**src/rtl/fifo_rd_pkg.sv**
```systemverilog
// Shared encodings and defaults for the FIFO burst read path.
// No logic; constants and the controller state type only.
// Imported by the reader top and its buffer.
package fifo_rd_pkg;

    typedef enum logic [1:0] {
        IDLE  = 2'd0,
        BURST = 2'd1,
        FLUSH = 2'd2
    } rd_state_t;

    localparam int DEF_DATA_W    = 16;
    localparam int DEF_CNT_W     = 5;
    localparam int DEF_BURST_LEN = 4;
    localparam int DEF_TIMEOUT   = 8;
    localparam int FIFO_DEPTH    = 16;

endpackage

```
**src/rtl/rd_skid_buf.sv**
```systemverilog
// Two-entry {last, data} fall-through buffer feeding the downstream valid/ready port.
// Latency: zero when empty (push bypasses straight to the output), else head of queue.
// Backpressure: holds head stable while out_rdy is low; caller must not push when full.
module rd_skid_buf #(
    parameter int DATA_W = 16
) (
    input  logic              clk,
    input  logic              reset,
    input  logic              push,
    input  logic              push_last,
    input  logic [DATA_W-1:0] push_dat,
    output logic [1:0]        occ,
    output logic              out_vld,
    input  logic              out_rdy,
    output logic              out_last,
    output logic [DATA_W-1:0] out_dat
);

    logic [DATA_W:0] mem [2];
    logic [DATA_W:0] head;
    logic            wr_ptr;
    logic            rd_ptr;
    logic            bypass;
    logic            do_pop;
    logic            do_write;
    logic            pop_mem;

    assign bypass   = (occ == 2'd0);
    assign out_vld  = !bypass || push;
    assign do_pop   = out_vld && out_rdy;
    // A word consumed in the same cycle it arrives never occupies a slot.
    assign do_write = push && !(bypass && do_pop);
    assign pop_mem  = do_pop && !bypass;

    always_comb begin
        head = '0;
        if (!bypass)   head = mem[rd_ptr];
        else if (push) head = {push_last, push_dat};
    end

    assign out_last = head[DATA_W];
    assign out_dat  = head[DATA_W-1:0];

    always_ff @(posedge clk) begin
        if (do_write) mem[wr_ptr] <= {push_last, push_dat};
    end

    always_ff @(posedge clk) begin
        if (!reset) begin
            wr_ptr <= 1'b0;
            rd_ptr <= 1'b0;
            occ    <= 2'd0;
        end else begin
            if (do_write) wr_ptr <= !wr_ptr;
            if (pop_mem)  rd_ptr <= !rd_ptr;
            occ <= occ + {1'b0, do_write} - {1'b0, pop_mem};
        end
    end

endmodule

```
**src/rtl/fifo_burst_reader.sv**
```systemverilog
// Burst read controller: pops the FIFO in bursts and streams words out with a last marker.
// Latency: first pop one cycle after the start condition, first m_valid the cycle after that.
// Backpressure: at most two words outstanding (buffered + in flight); pops stall otherwise.
module fifo_burst_reader
    import fifo_rd_pkg::*;
#(
    parameter int DATA_W    = DEF_DATA_W,
    parameter int CNT_W     = DEF_CNT_W,
    parameter int BURST_LEN = DEF_BURST_LEN,
    parameter int TIMEOUT   = DEF_TIMEOUT
) (
    input  logic              clk,
    input  logic              reset,
    output logic              fifo_pop,
    input  logic [DATA_W-1:0] fifo_out,
    input  logic              fifo_empty,
    input  logic [CNT_W-1:0]  fifo_num,
    output logic              m_valid,
    input  logic              m_ready,
    output logic [DATA_W-1:0] m_data,
    output logic              m_last,
    output logic              busy
);

    localparam int WC_W = (TIMEOUT > 1) ? $clog2(TIMEOUT) : 1;

    rd_state_t        state_q, state_d;
    logic [CNT_W-1:0] len_q;
    logic [CNT_W-1:0] pops_q;
    logic [WC_W-1:0]  wcnt_q;
    logic             inflight_q;
    logic             inflight_last_q;
    logic [1:0]       buf_occ;
    logic [1:0]       slots_used;
    logic             partial;
    logic             full_go;
    logic             tmo_go;
    logic             last_acc;

    assign partial    = (fifo_num != '0) && (fifo_num < CNT_W'(BURST_LEN));
    assign full_go    = (fifo_num >= CNT_W'(BURST_LEN));
    assign tmo_go     = (wcnt_q == WC_W'(TIMEOUT - 1)) && (fifo_num != '0);
    assign slots_used = buf_occ + {1'b0, inflight_q};
    assign last_acc   = m_valid && m_ready && m_last;
    assign busy       = (state_q != IDLE);

    always_comb begin
        state_d  = state_q;
        fifo_pop = 1'b0;
        case (state_q)
            IDLE: begin
                if (full_go || tmo_go) state_d = BURST;
            end
            BURST: begin
                fifo_pop = (pops_q != len_q) && !fifo_empty && (slots_used < 2'd2);
                // With m_ready high the last word can leave before FLUSH is reached.
                if (pops_q == len_q) state_d = last_acc ? IDLE : FLUSH;
            end
            FLUSH: begin
                if (last_acc) state_d = IDLE;
            end
            default: state_d = IDLE;
        endcase
    end

    always_ff @(posedge clk) begin
        if (!reset) begin
            state_q         <= IDLE;
            len_q           <= '0;
            pops_q          <= '0;
            wcnt_q          <= '0;
            inflight_q      <= 1'b0;
            inflight_last_q <= 1'b0;
        end else begin
            state_q         <= state_d;
            inflight_q      <= fifo_pop;
            inflight_last_q <= fifo_pop && (pops_q == len_q - CNT_W'(1));
            if (fifo_pop) pops_q <= pops_q + CNT_W'(1);
            if (state_q == IDLE) begin
                if (full_go) begin
                    len_q  <= CNT_W'(BURST_LEN);
                    pops_q <= '0;
                    wcnt_q <= '0;
                end else if (tmo_go) begin
                    len_q  <= fifo_num;
                    pops_q <= '0;
                    wcnt_q <= '0;
                end else if (partial) begin
                    wcnt_q <= wcnt_q + WC_W'(1);
                end else begin
                    wcnt_q <= '0;
                end
            end else begin
                wcnt_q <= '0;
            end
        end
    end

    rd_skid_buf #(
        .DATA_W (DATA_W)
    ) u_skid (
        .clk       (clk),
        .reset     (reset),
        .push      (inflight_q),
        .push_last (inflight_last_q),
        .push_dat  (fifo_out),
        .occ       (buf_occ),
        .out_vld   (m_valid),
        .out_rdy   (m_ready),
        .out_last  (m_last),
        .out_dat   (m_data)
    );

endmodule

```
**config.mk**
```make
export PLATFORM = sky130hd
export DESIGN_NAME = fifo_burst_reader
export DESIGN_NICKNAME = d
export VERILOG_FILES = /design/src/rtl/fifo_rd_pkg.sv /design/src/rtl/rd_skid_buf.sv /design/src/rtl/fifo_burst_reader.sv
export SDC_FILE = /design/constraint.sdc
export NUM_CORES = 1
export LEC_CHECK = 0
export BUFFER_PORTS_ARGS = -buffer_cell sky130_fd_sc_hd__clkbuf_2
export CAP_MARGIN = 20
export CORE_MARGIN = 2
export CORE_UTILIZATION = 57
export CTS_BUF_LIST = sky130_fd_sc_hd__clkbuf_8
export DETAILED_ROUTE_END_ITERATION = 10
export PLACE_DENSITY = 0.92
export SLEW_MARGIN = 15
export SYNTH_ARGS = -nofsm -noshare
export SYNTH_HDL_FRONTEND = slang
export SYNTH_SLANG_ARGS = --single-unit
```
**constraint.sdc**
```tcl
create_clock -name clk -period 2.56 [get_ports clk]
set_input_delay 0.128 -clock clk [delete_from_list [all_inputs] [get_ports clk]]
set_output_delay 0.128 -clock clk [all_outputs]
set_load 0.005 [all_outputs]
```
==> metrics.yaml <==
post-place-ws_ns: 0.6499
holdPathEnd: "u_skid.mem[0][5]"
synth_nets: 246
routed_wl_um: 4410
use_met2: 0.3397
ys_seq_elements: 56
cts_tree: "built"
hold_slack_ns: 0.02642
cts-resized-gates: 0
start_kind: "flip-flop"
critPathKind: "reg2out"
clk_pin_slew_ns: 0.09
cp-end-kind: "output pin"
setup_viol: 0
start_util: 0.6028
ys.flop_type: "edfxtp_1"
wire_per_inst_um: 14.04
grt_max_degree: 35
fp.dieArea_um2: 4832
netlist.area_leader.share: 0.4174
grt_pass1_vias: 1666
fill_cells: 287
antenna_found_initial: 0
yosys.area.top_type: "edfxtp_1"
layout.nets: 294
vias_per_cell: 5.545
r2r_end: "pops_q[3]"
yosys-top-cells-area: "edfxtp_1, dfxtp_1, mux2i_1"
maxSlewHeadroom: 0.5484
grt-ovfl-total: 0
slew_violations: 0
r2r_slack_ns: 0.61
yosys_warnings: 0
grt_most_used_layer: "met2"
cts_sinks: 56
dr.first_iter.drc_count: 176
fp.dieW_um: 69.51
cap_viol_max_count: 0
grt_pass1_wl_um: 7327
finalSetupTns_ns: 0
postSynthCellCount: 215
clk_latency_ns: 0.31
area_growth_pct: 15.50
min-delay-start: "fifo_out[5]"
cp.arrival_ns: 1.93
cp_cell_sequence: "nand2_1 > xnor2_1 > a211o_4 > inv_1 > clkbuf_2"
first_pass_iters: 4
fin_skew_ns: 0.01218
io_pins: 45
crit_fanout: 20
met1_usage: 0.2256
gp_congestion: 0.8528
r2r_cells: 5
tightest_slew_ns: 0.6764
cts_hold_buf: 0
max_freq_mhz: 486.5
diodes: 0
rows: 23
setup_ws_ns: 0.5043
synth.avg_cell_area_um2: 11.38
syn_area_um2: 2446
critPathLaunch: "inflight_q"
root_buffer: "clkbuf_8"
fin_crit_ns: 2.056
rsz0062_at_grt: "false"
worst_ep_required_time_ns: 2.43
instances_no_fill: 314
grt_usage: 0.1934
ys_seq_area_frac: 0.5974
fin_crit_sh: 0.8030
hpwl_um: 3216
p_per_area_nw_per_um2: 805.0
ir_worst_vdd_mv: 0.3711
min_path_cells: 1
drive_gt1_frac: 0.2273
cts_setup_buffers: 0
drc: 0
cts_buffers: 5
core_um2: 4058
synth.top_cells.by_count: "edfxtp_1, dfxtp_1, o21ai_0"
grt_use_met3: 0.04506
fp.dieH_um: 69.51
hp-class: "in2reg"
status: "finished clean"
synth-edff-count: 34
async_flop_share: 0
post-synth-top-count-cell: "edfxtp_1"
cp_slowest_cell: "dfxtp_1"
critPathBufInv: 2
antenna_left: 0
port_buffers: 44
p_leak_nw: 1.111
r2r_start: "inflight_q"
hold_viol_final: 0
critPathTopFamily: "flip-flops"
clk_path_buf_depth: 2
cts-htree-levels: 2
synth.distinct_cells: 29
place_inst: 306
critical_path.max_stage_delay_ns: 0.76
vias: 1741
worst register-to-register path, cell delays in order, from the launching register on:
cell and delay, ns:
dfxtp_1 0.76, nand2_1 0.15, xnor2_1 0.16, a211o_4 0.32, or3_1 0.35, a21oi_1 0.14
final cells by class:
type	count	area, µm²	share of cell area
Tap cell	50	62.56	0.02214
Clock buffer	5	68.82	0.02436
Sequential cell	56	1461	0.5173
Inverter	8	30.03	0.01063
Timing Repair Buffer	50	265.3	0.09389
Multi-Input combinational cell	142	922.1	0.3264
Clock inverter	3	15.01	0.005314
cells in the final DEF (no fill, tap or decap), drive strengths merged, types with 2 or more instances in the layout:
master	synthesis	routed
nand2b	2	2
and3	2	2
o21ai	22	22
nor2b	2	2
dfxtp	22	22
nor2	12	12
xor2	7	7
buf	1	6
or3	4	4
clkbuf	8	49
ha	6	6
mux2i	17	17
nor3	4	4
xnor2	6	6
edfxtp	34	34
a21oi	11	11
nand2	8	8
and2	6	6
or2	2	2
nand3	21	21
inv	8	9
nor4	3	3
power by group:
group / switching [mW] / total, mW / internal (mW)
clock network: 0.258 / 0.444 / 0.186
registers: 0.0615 / 1.06 / 1.00
logic: 0.429 / 0.768 / 0.339
total: 0.749 / 2.27 / 1.53
flip-flops by register name, summed over array words and instances, names as in the netlist, named ones only:
name,cells
inflight_last_q,1
len_q,5
u_skid.mem,34
u_skid.occ,2
pops_q,5
inflight_q,1
wcnt_q,3
state_q,2
u_skid.rd_ptr,1
u_skid.wr_ptr,1
metal layers:
layer / up-vias / share of wire
met5: - / 0
met4: 0 / 0.016
met3: 7 / 0.055
met2: 62 / 0.52
met1: 800 / 0.41
li1: 872 / -
worst max path at each step:
stage / to / depth (start not counted) / slack, ns
after floorplan: u_skid.mem[0][0] / 3 / 0.37
after global placement: pops_q[4] / 5 / 0.70
after detailed placement: pops_q[3] / 5 / 0.65
after CTS: fifo_pop / 5 / 0.48
after global routing: fifo_pop / 5 / 0.34
final: fifo_pop / 5 / 0.50
logic make-up (layout without fill, tap and decap cells):
| logic type | count (synthesis) | after routing | share of synthesized area |
|---|---|---|---|
| and+or+nand+nor | 66 | 66 | 0.1355 |
| DFF | 56 | 56 | 0.5974 |
| AOI/OAI and AO/OA | 40 | 40 | 0.09361 |
| muxes | 17 | 17 | 0.06956 |
| buffers and inverters | 17 | 66 | 0.02660 |
| xor gates and xnor gates | 13 | 13 | 0.04655 |
| adders and majority gates | 6 | 6 | 0.03069 |
per-stage QoR:
stage                     utilization  power [mW]  cell area, µm²
after global routing           0.6963       2.422            2825
after detailed placement       0.6756       1.853            2741
after global placement         0.6756       1.829            2741
after CTS                      0.6963       2.295            2825
final                          0.6963       2.274            2825
after floorplan                     -       1.562            2446
Note: power is estimated with default switching activity, not from simulation.
